File: config.mk
export PLATFORM = sky130hd
export DESIGN_NAME = pht_update_queue
export DESIGN_NICKNAME = d
export VERILOG_FILES = /design/src/rtl/bp_defs.sv /design/src/rtl/pht_uq_fifo.sv /design/src/rtl/pht_update_queue.sv
export SDC_FILE = /design/constraint.sdc
export NUM_CORES = 1
export LEC_CHECK = 0
export CAP_MARGIN = 20
export CELL_PAD_IN_SITES_DETAIL_PLACEMENT = 1
export CELL_PAD_IN_SITES_GLOBAL_PLACEMENT = 1
export CORE_MARGIN = 10
export CORE_UTILIZATION = 54
export DETAILED_ROUTE_END_ITERATION = 8
export PLACE_DENSITY = 0.91
export SYNTH_ARGS = -nofsm -noshare
export SYNTH_HDL_FRONTEND = slang
export SYNTH_HIERARCHICAL = 1
export SYNTH_SLANG_ARGS = --single-unit
export TNS_END_PERCENT = 10
File: constraint.sdc
create_clock -name clock -period 7.2 [get_ports clock]
set_input_delay 0.72 -clock clock [delete_from_list [all_inputs] [get_ports clock]]
set_output_delay 0.72 -clock clock [all_outputs]
set_load 0.02 [all_outputs]
File: src/rtl/bp_defs.sv
// bp_defs: shared branch-predictor definitions.
// Holds the default PHT index width, the 2-bit saturating-counter encodings
// (shared with the PHT itself) and the field widths of an update-queue entry.
package bp_defs;

  localparam int LOGINDEXSIZE_DEF = 12;

  // 2-bit saturating counter states; the MSB is the predicted direction.
  typedef enum logic [1:0] {
    SNT = 2'b00,
    WNT = 2'b01,
    WT  = 2'b10,
    ST  = 2'b11
  } pht_ctr_e;

  // Entry layout is {index, pred}; pred occupies the LSB.
  localparam int PRED_W = 1;

  function automatic int entry_w(input int logindexsize);
    return logindexsize + PRED_W;
  endfunction

endpackage

File: src/rtl/pht_uq_fifo.sv
// pht_uq_fifo: circular-buffer FIFO with flush-to-read-pointer.
// Pointers carry one extra MSB to tell full from empty.
// Ports:
//   clk_i, rst_ni       clock, asynchronous active-low reset
//   push_i/push_data_i  write request and payload (dropped when full or flushing)
//   pop_i               read request (ignored when empty)
//   flush_i             discard all entries younger than the read pointer
//   head_o              entry at the read pointer
//   pop_ok_o            pop accepted this cycle
//   full_o, empty_o     occupancy flags
//   count_o             wr_ptr - rd_ptr
module pht_uq_fifo #(
  parameter int WIDTH    = 13,
  parameter int DEPTH    = 8,
  parameter int LOGDEPTH = 3
) (
  input  logic                clk_i,
  input  logic                rst_ni,
  input  logic                push_i,
  input  logic [WIDTH-1:0]    push_data_i,
  input  logic                pop_i,
  input  logic                flush_i,
  output logic [WIDTH-1:0]    head_o,
  output logic                pop_ok_o,
  output logic                full_o,
  output logic                empty_o,
  output logic [LOGDEPTH:0]   count_o
);

  localparam logic [LOGDEPTH:0] PTR_ONE = {{LOGDEPTH{1'b0}}, 1'b1};

  logic [WIDTH-1:0]  mem_q [DEPTH];
  logic [LOGDEPTH:0] wr_ptr_q, wr_ptr_d;
  logic [LOGDEPTH:0] rd_ptr_q, rd_ptr_d;
  logic              push_ok;

  assign full_o   = (wr_ptr_q[LOGDEPTH] != rd_ptr_q[LOGDEPTH]) &&
                    (wr_ptr_q[LOGDEPTH-1:0] == rd_ptr_q[LOGDEPTH-1:0]);
  assign empty_o  = (wr_ptr_q == rd_ptr_q);
  assign count_o  = wr_ptr_q - rd_ptr_q;
  assign push_ok  = push_i & ~full_o & ~flush_i;
  assign pop_ok_o = pop_i & ~empty_o;
  assign head_o   = mem_q[rd_ptr_q[LOGDEPTH-1:0]];

  // A flush snaps the write pointer onto the post-pop read pointer, so the
  // entry popped in the same cycle is still consumed.
  always_comb begin
    rd_ptr_d = rd_ptr_q;
    wr_ptr_d = wr_ptr_q;
    if (pop_ok_o) rd_ptr_d = rd_ptr_q + PTR_ONE;
    if (flush_i)      wr_ptr_d = rd_ptr_d;
    else if (push_ok) wr_ptr_d = wr_ptr_q + PTR_ONE;
  end

  always_ff @(posedge clk_i or negedge rst_ni) begin
    if (!rst_ni) begin
      wr_ptr_q <= '0;
      rd_ptr_q <= '0;
    end else begin
      wr_ptr_q <= wr_ptr_d;
      rd_ptr_q <= rd_ptr_d;
    end
  end

  // Payload is never reset; only the pointers define validity.
  always_ff @(posedge clk_i) begin
    if (push_ok) mem_q[wr_ptr_q[LOGDEPTH-1:0]] <= push_data_i;
  end

endmodule

File: src/rtl/pht_update_queue.sv
// pht_update_queue: commit-side writer for the 2-bit pattern history table.
// Records {index, predicted direction} at fetch in program order, retires
// in order at commit, drives the PHT write port one cycle later and flags
// mispredictions. A flush discards all uncommitted entries.
// Ports:
//   clock, reset_n                       clock, asynchronous active-low reset
//   enq_valid_i/enq_index_i/enq_pred_i   fetch-side record request
//   enq_ready_o                          queue not full
//   cm_valid_i/cm_taken_i                oldest branch commits, resolved direction
//   flush_i                              squash uncommitted entries
//   pht_wt_index_o/pht_cm_brdir_we_o/pht_cm_brdir_o  PHT write port (registered)
//   mispredict_o                         one-cycle pulse on direction mismatch
//   count_o                              number of valid entries
// Optional: define PHT_UPDATE_QUEUE_STATS_EN to add stat_commits_o and
// stat_mispred_o (32-bit wrapping counters).
module pht_update_queue
  import bp_defs::*;
#(
  parameter int LOGINDEXSIZE = LOGINDEXSIZE_DEF,
  parameter int DEPTH        = 8,
  parameter int LOGDEPTH     = 3
) (
  input  logic                    clock,
  input  logic                    reset_n,
  input  logic                    enq_valid_i,
  output logic                    enq_ready_o,
  input  logic [LOGINDEXSIZE-1:0] enq_index_i,
  input  logic                    enq_pred_i,
  input  logic                    cm_valid_i,
  input  logic                    cm_taken_i,
  input  logic                    flush_i,
  output logic [LOGINDEXSIZE-1:0] pht_wt_index_o,
  output logic                    pht_cm_brdir_we_o,
  output logic                    pht_cm_brdir_o,
  output logic                    mispredict_o,
  output logic [LOGDEPTH:0]       count_o
`ifdef PHT_UPDATE_QUEUE_STATS_EN
  ,
  output logic [31:0]             stat_commits_o,
  output logic [31:0]             stat_mispred_o
`endif
);

  localparam int EW = entry_w(LOGINDEXSIZE);

  logic [EW-1:0]           head;
  logic                    cm_ok;
  logic                    full;
  logic                    empty;
  logic [LOGINDEXSIZE-1:0] idx_q, idx_d;
  logic                    dir_q, dir_d;
  logic                    we_q, we_d;
  logic                    mis_q, mis_d;

  pht_uq_fifo #(
    .WIDTH   (EW),
    .DEPTH   (DEPTH),
    .LOGDEPTH(LOGDEPTH)
  ) u_fifo (
    .clk_i      (clock),
    .rst_ni     (reset_n),
    .push_i     (enq_valid_i),
    .push_data_i({enq_index_i, enq_pred_i}),
    .pop_i      (cm_valid_i),
    .flush_i    (flush_i),
    .head_o     (head),
    .pop_ok_o   (cm_ok),
    .full_o     (full),
    .empty_o    (empty),
    .count_o    (count_o)
  );

  assign enq_ready_o = ~full;

  // Index and direction hold between commits; strobes fall back to 0.
  always_comb begin
    we_d  = 1'b0;
    mis_d = 1'b0;
    idx_d = idx_q;
    dir_d = dir_q;
    if (cm_ok) begin
      we_d  = 1'b1;
      idx_d = head[EW-1:PRED_W];
      dir_d = cm_taken_i;
      mis_d = head[0] ^ cm_taken_i;
    end
  end

  always_ff @(posedge clock or negedge reset_n) begin
    if (!reset_n) begin
      we_q  <= 1'b0;
      mis_q <= 1'b0;
      idx_q <= '0;
      dir_q <= 1'b0;
    end else begin
      we_q  <= we_d;
      mis_q <= mis_d;
      idx_q <= idx_d;
      dir_q <= dir_d;
    end
  end

  assign pht_cm_brdir_we_o = we_q;
  assign mispredict_o      = mis_q;
  assign pht_wt_index_o    = idx_q;
  assign pht_cm_brdir_o    = dir_q;

`ifdef PHT_UPDATE_QUEUE_STATS_EN
  logic [31:0] commits_q, mispred_q;

  always_ff @(posedge clock or negedge reset_n) begin
    if (!reset_n) begin
      commits_q <= '0;
      mispred_q <= '0;
    end else begin
      if (cm_ok) commits_q <= commits_q + 32'd1;
      if (mis_d) mispred_q <= mispred_q + 32'd1;
    end
  end

  assign stat_commits_o = commits_q;
  assign stat_mispred_o = mispred_q;
`endif

endmodule

==> flow_metrics.tcl, run 1 <==
set metrics [dict create \
    grt_usage_pct 19.6 \
    grt_pass1_vias 3015 \
    yosysTopAreaCell "edfxtp_1" \
    path_delay_family "flip-flops" \
    dp_cells 435 \
    cpPeakStageDelay_ns 1.02 \
    synthToLayoutAreaGrowth_pct 22.7 \
    path_max_fanout 30 \
    num_vias 2681 \
    p_sw_mw 0.957 \
    leakagePower_nw 2.24 \
    power.share.clock_pct 29.2 \
    ys_seq_elements 127 \
    gr-usage-met3_pct 4.38 \
    finalPower_mw 2.86 \
    fin_skew_ns 0.0105 \
    grt_max_degree 31 \
    ioPinCount 39 \
    startpoint_type "register" \
    first_pass_iters 5 \
    clock.fmax_mhz 264 \
    p_per_area_nw_per_um2 457 \
    cts.path.max_buffers 2 \
    cp_data_arrival_time_ns 3.07 \
    gp_congestion 0.804 \
    crit_path_cell_trace "ha_1 > inv_1 > a21o_1 > a21oi_1 > xnor2_1 > clkdlybuf4s50_1" \
    setup-violations-final 0 \
    worst_slew_pin_slew_ns 0.993 \
    ys_seq_area_share_pct 72.4 \
    cts_tree "built" \
    hold_violations 0 \
    fin_crit_sh_pct 52.7 \
    drv_cap 0 \
    die_h_um 117 \
    clk_pin_slew_ns 0.06 \
    rows 35 \
    overflow 0 \
    wl_per_cell_um 26.3 \
    met1_usage_pct 24.1 \
    port_buffers 38 \
    synth_top_area_share_pct 61.1 \
    core_area_um2 9240 \
    combPwrFrac_pct 34.1 \
    irDropWorstVdd_mv 0.243 \
    netlist-cell-type-count 31 \
    viasPerCell 5.66 \
    end_kind "output pin" \
    synth_cells 276 \
    rsz0062_at_grt "false" \
    relSlewSlack_pct 33.8 \
    hp-class "register to register" \
    outcome "finished clean" \
    setup_ws_ns 3.41 \
    period_needed_ns 3.79 \
    die_area_um2 13700 \
    clkLatencyLatePin_ns 0.51 \
    crit_type "register to output pin" \
    avgSynthCellArea_um2 18.5 \
    drt_wl_total_um 12500 \
    seq_power_share_pct 36.7 \
    numCtsBuffers 17 \
    globalRouteMet2Util_pct 32.5 \
    multi_input_area_um2 1340 \
    htreeDepth 4 \
    ant_nets 0 \
    nNetsFinal 357 \
    clock-root-buffer "clkbuf_8" \
    cts_setup_buffers 0 \
    yosysWarningCount 6 \
    drv_slew 0 \
    power.switching_fraction_pct 33.4 \
    fillers 770 \
    die_w_um 117 \
    antenna_found_initial 0 \
    initial_core_util_pct 55.3 \
    syn-num-nets 301 \
    cts_resized 0 \
    slowest_stage "dfrtp_2" \
    dp_hpwl_um 7840 \
    synth_area_leaders "edfxtp_1 (61%), mux4_2 (11%), dfrtp_1 (11%)" \
    clock_sinks 127 \
    syn-cell-area_um2 5110 \
    fin_tns_setup_ns 0 \
    p_int_mw 1.91 \
    drive_gt1_share_pct 26.1 \
    ctsHoldBuffers 0 \
    fin_cells 474 \
    first_iter_violations 163 \
    seq_area_um2 3700 \
    place_ws_ns 3.51 \
    grt_busiest_layer "met2" \
    crit_required_ns 6.48 \
    drcViolationCount 0 \
    antenna_cells 0 \
    grt_pass1_wl_um 19100 \
    worst-path-buf-inv 2 \
]
## worst reg2reg max path, stage by stage, from the launching register on
cell and delay (ns):
dfrtp_1 0.66, inv_1 0.43, ha_1 0.48, nand3_1 0.24
o21ai_4 0.11, or3_1 0.43, nor2_1 0.60, buf_6 0.24
## cells in the final DEF, fill, tap and decap left out, drive strengths merged, types with 2 or more instances in the layout
| master | Yosys | final |
|---|---|---|
| nand4 | 2 | 2 |
| xor2 | 5 | 5 |
| mux2 | 18 | 18 |
| nand2 | 43 | 43 |
| dfrtp | 23 | 23 |
| or3 | 2 | 2 |
| inv | 8 | 12 |
| ha | 5 | 5 |
| bufinv | 0 | 3 |
| clkdlybuf4s50 | 0 | 38 |
| clkinvlp | 0 | 2 |
| edfxtp | 104 | 104 |
| a21oi | 4 | 4 |
| xnor2 | 6 | 6 |
| clkinv | 0 | 6 |
| buf | 6 | 9 |
| nor2 | 8 | 8 |
| nor3 | 2 | 2 |
| clkbuf | 4 | 17 |
| mux4 | 26 | 26 |
## routing by layer
layer / vias to the layer above / wire (um)
li1: 1165 / -
met1: 1407 / 5020
met2: 90 / 6680
met3: 19 / 528
met4: 0 / 229
met5: - / 0
## final timing paths
| path | start | end | slack, ns | depth (start not counted) |
|---|---|---|---|---|
| worst max-delay path | u_fifo/rd_ptr_q[0]$_DFF_PN0_ | count_o[3] | 3.41 | 6 |
| worst min-delay path | pht_wt_index_o[9]$_DFFE_PN0P_ | pht_wt_index_o[9]$_DFFE_PN0P_ | 0.51 | 1 |
| worst max register to register | u_fifo/rd_ptr_q[2]$_DFF_PN0_ | u_fifo/mem_q[4][1]$_DFFE_PP_ | 3.72 | 7 |
| worst min register to register | pht_wt_index_o[9]$_DFFE_PN0P_ | pht_wt_index_o[9]$_DFFE_PN0P_ | 0.51 | 1 |
| max in group asynchronous | reset_n | u_fifo/rd_ptr_q[0]$_DFF_PN0_ | 6.34 | 2 |
| min in group asynchronous | reset_n | u_fifo/wr_ptr_q[3]$_DFFE_PN0P_ | 0.58 | 2 |
## final cells by class
cell class,instances,share of cell area [%]
inverters,8,0.479
clock inverters,15,2.63
flip-flops and latches,127,59.0
well taps,129,2.57
clock buffers,17,6.61
repair buffers,47,7.39
multi-input cells,131,21.3
## power by group through the flow
stage	logic [mW]	clock network, mW	registers (mW)
2_1_floorplan	0.624	0	1.03
3_3_place_gp	0.905	0	1.05
3_5_place_dp	0.952	0	1.06
4_1_cts	0.974	0.852	1.05
5_1_grt	1.04	0.888	1.07
6_report	0.976	0.837	1.05
## synth_stat cells
cell,count
edfxtp_1,104
nand2_1,43
mux4_2,26
dfrtp_1,23
mux2_2,17
inv_1,8
nor2_1,8
ha_1,5
xnor2_1,5
xor2_1,5
clkbuf_1,4
a21oi_1,3
buf_2,3
buf_4,2
nand4_1,2
nor3_1,2
or3_1,2
a21boi_4,1
a21o_1,1
a21oi_2,1
and2_2,1
and3_1,1
buf_6,1
fa_1,1
mux2_1,1
nand2b_1,1
nand3_1,1
o211ai_2,1
o21ai_4,1
o22ai_1,1
xnor2_4,1
## state kept, by name, indices dropped and copies added, names as in the netlist
signal / cells
u_fifo/mem_q: 104
pht_wt_index_o: 12
u_fifo/rd_ptr_q: 4
u_fifo/wr_ptr_q: 4
mispredict_o: 1
pht_cm_brdir_o: 1
pht_cm_brdir_we_o: 1
## logic make-up (layout without fill, tap and decap cells)
group / count (synthesis) / after routing / synth area share (%)
AO/OA/AOI/OAI: 9 / 9 / 1.67
XOR/XNOR: 11 / 11 / 2.25
adder cells (fa/ha/maj): 6 / 6 / 1.62
buffers and inverters: 18 / 87 / 1.69
flip-flops: 127 / 127 / 72.4
multiplexers: 44 / 44 / 15.4
AND/OR/NAND/NOR: 61 / 61 / 4.92
## through the flow
| step | cell area, um2 | util [%] | hold slack [ns] |
|---|---|---|---|
| final | 6270 | 67.8 | 0.514 |
| after detailed placement | 5620 | 60.8 | 0.501 |
| after global placement | 5620 | 60.8 | 0.491 |
| after CTS | 6200 | 67.1 | 0.517 |
| after global routing | 6270 | 67.8 | 0.538 |
| after floorplan | 5110 | - | 0.424 |
(Power assumes the default switching activity.)
==> run 2, diff against run 1 <==
CORE_UTILIZATION = 50   (was 54)
PLACE_DENSITY = 0.86   (was 0.91)
clock period = 3.6 ns   (was 7.2 ns; I/O delays follow)
==> run 2 against run 1 <==
Count of clock-buffer cells in the layout stayed put. Power is 96% higher. Clock power is 91% higher. Critical path type unchanged. Critical endpoint is now enq_ready_o. Highest routed layer unchanged.
==> flow_metrics.tcl, run 2 (synthesized netlist as in run 1, its figures left out) <==
set metrics [dict create \
    first_pass_iters 4 \
    dp_hpwl_um 7280 \
    ioPinCount 39 \
    p_per_area_nw_per_um2 889 \
    viasPerCell 5.50 \
    startpoint_type "register" \
    die_h_um 121 \
    fin_crit_sh_pct 88.1 \
    period_needed_ns 3.17 \
    met1Wirelength_um 4890 \
    p_int_mw 3.76 \
    seq_power_share_pct 35.8 \
    crit_required_ns 3.24 \
    grt_usage_pct 16.5 \
    wl_met2_um 5820 \
    layout_common_cells "edfxtp_1 (104), nand2_1 (43), clkdlybuf4s50_1 (38), mux4_2 (26), dfrtp_1 (22)" \
    core_area_um2 9860 \
    die_area_um2 14700 \
    htreeDepth 4 \
    drive_gt1_share_pct 28.1 \
    combPwrFrac_pct 35.6 \
    cp_data_arrival_time_ns 2.81 \
    crit_type "register to output pin" \
    holdWs_ns 0.126 \
    irDropWorstVdd_mv 0.580 \
    worst_slew_pin_slew_ns 0.708 \
    cts_setup_buffers 0 \
    port_buffers 38 \
    path_max_fanout 15 \
    antenna_found_initial 0 \
    antenna_cells 0 \
    num_vias 2668 \
    drv_slew 0 \
    rows 36 \
    numCtsBuffers 17 \
    cts_resized 0 \
    relSlewSlack_pct 52.7 \
    p_sw_mw 1.85 \
    grt_pass1_wl_um 17900 \
    layout_commonest_cell "edfxtp_1" \
    overflow 0 \
    outcome "finished clean" \
    power.share.clock_pct 28.6 \
    hp-class "primary input to asynchronous set/reset pin" \
    post-route-cell-area_um2 6310 \
    cts.path.max_buffers 2 \
    nNetsFinal 364 \
    synthToLayoutAreaGrowth_pct 23.5 \
    largest_reg_flops 104 \
    gp_congestion 0.786 \
    top_layer "met4" \
    drcViolationCount 0 \
    fin_tns_setup_ns 0 \
    fin_skew_ns 0.00411 \
    clock.fmax_mhz 315 \
    place_area_um2 5750 \
    clkLatencyLatePin_ns 0.52 \
    power.switching_fraction_pct 32.9 \
    grt_pass1_vias 3078 \
    clock_sinks 127 \
    route.met3.wl_um 461 \
    drt_wl_total_um 11400 \
    rsz0062_at_grt "false" \
    first_iter_violations 151 \
    drv_cap 0 \
    ant_nets 0 \
    grt_max_degree 31 \
    hold_violations 0 \
    setup-violations-final 0 \
    die_w_um 121 \
    clk_pin_slew_ns 0.06 \
    initial_core_util_pct 51.8 \
    leakagePower_nw 2.26 \
    clock-root-buffer "clkbuf_8" \
    ctsHoldBuffers 0 \
    cts_tree "built" \
    wl_per_cell_um 23.5 \
    end_kind "output pin" \
]
==> run 2: changes by cell type in the layout (fill, tap and decap cells not counted), moves of 2 or more <==
cell        previous run  this run
clkinvlp_4             2         6
buf_6                  4         0
buf_4                  5        15
inv_6                  4         1
clkinv_1               4         1
clkinv_2               2         4
==> run 2: layout make-up <==
type / instances / area, um2
Clock buffer: 17 / 414
Fill cell: 853 / 3550
Tap cell: 133 / 166
Multi-Input combinational cell: 131 / 1330
Timing Repair Buffer: 54 / 520
Clock inverter: 15 / 146
Inverter: 8 / 30.0
Sequential cell: 127 / 3700
==> run 2: path summary, 6_finish.rpt <==
check | slack (ns) | endpoint | start | depth (start not counted)
worst min register to register | 0.51 | pht_wt_index_o[0]$_DFFE_PN0P_ | pht_wt_index_o[0]$_DFFE_PN0P_ | 1
max in group asynchronous | 3.03 | u_fifo/rd_ptr_q[0]$_DFF_PN0_ | reset_n | 2
worst max register to register | 0.73 | u_fifo/mem_q[0][7]$_DFFE_PP_ | u_fifo/rd_ptr_q[2]$_DFF_PN0_ | 7
worst min-delay path | 0.13 | pht_wt_index_o[11]$_DFFE_PN0P_ | reset_n | 1
min in group clock | 0.51 | pht_wt_index_o[0]$_DFFE_PN0P_ | pht_wt_index_o[0]$_DFFE_PN0P_ | 1
worst max-delay path | 0.43 | enq_ready_o | u_fifo/rd_ptr_q[2]$_DFF_PN0_ | 6
==> run 2: power groups by stage <==
| stage | combinational, mW | sequential [mW] | clock, mW |
|---|---|---|---|
| floorplan | 1.25 | 2.06 | 0 |
| global placement | 1.92 | 2.02 | 0 |
| detailed placement | 2.01 | 2.04 | 0 |
| CTS | 2.04 | 2.01 | 1.63 |
| global route | 2.16 | 2.03 | 1.70 |
| finish | 2.00 | 2.01 | 1.60 |
==> run 2: critical path: stages (launching register included) <==
cell and delay (ns):
dfrtp_1 0.79, inv_1 0.14, ha_1 0.40, nand3_1 0.24, nor2_1 0.15, inv_1 0.05
clkdlybuf4s50_1 0.53
==> run 2: stage by stage <==
step | cells | power (mW) | util (%) | setup slack [ns]
6_report | 485 | 5.61 | 64.0 | 0.428
5_1_grt | 485 | 5.90 | 64.0 | 0.238
4_1_cts | 485 | 5.68 | 64.0 | 0.402
3_5_place_dp | 453 | 4.05 | 58.3 | 0.775
3_3_place_gp | 452 | 3.94 | 58.0 | 0.892
2_1_floorplan | 276 | 3.31 | - | 0.463
==> run 2: routing by layer <==
metal	GRT usage [%]	vias to the layer above
li1	-	1184
met1	20.2	1391
met2	27.1	71
met5	0	-
met3	4.42	22
met4	7.16	0
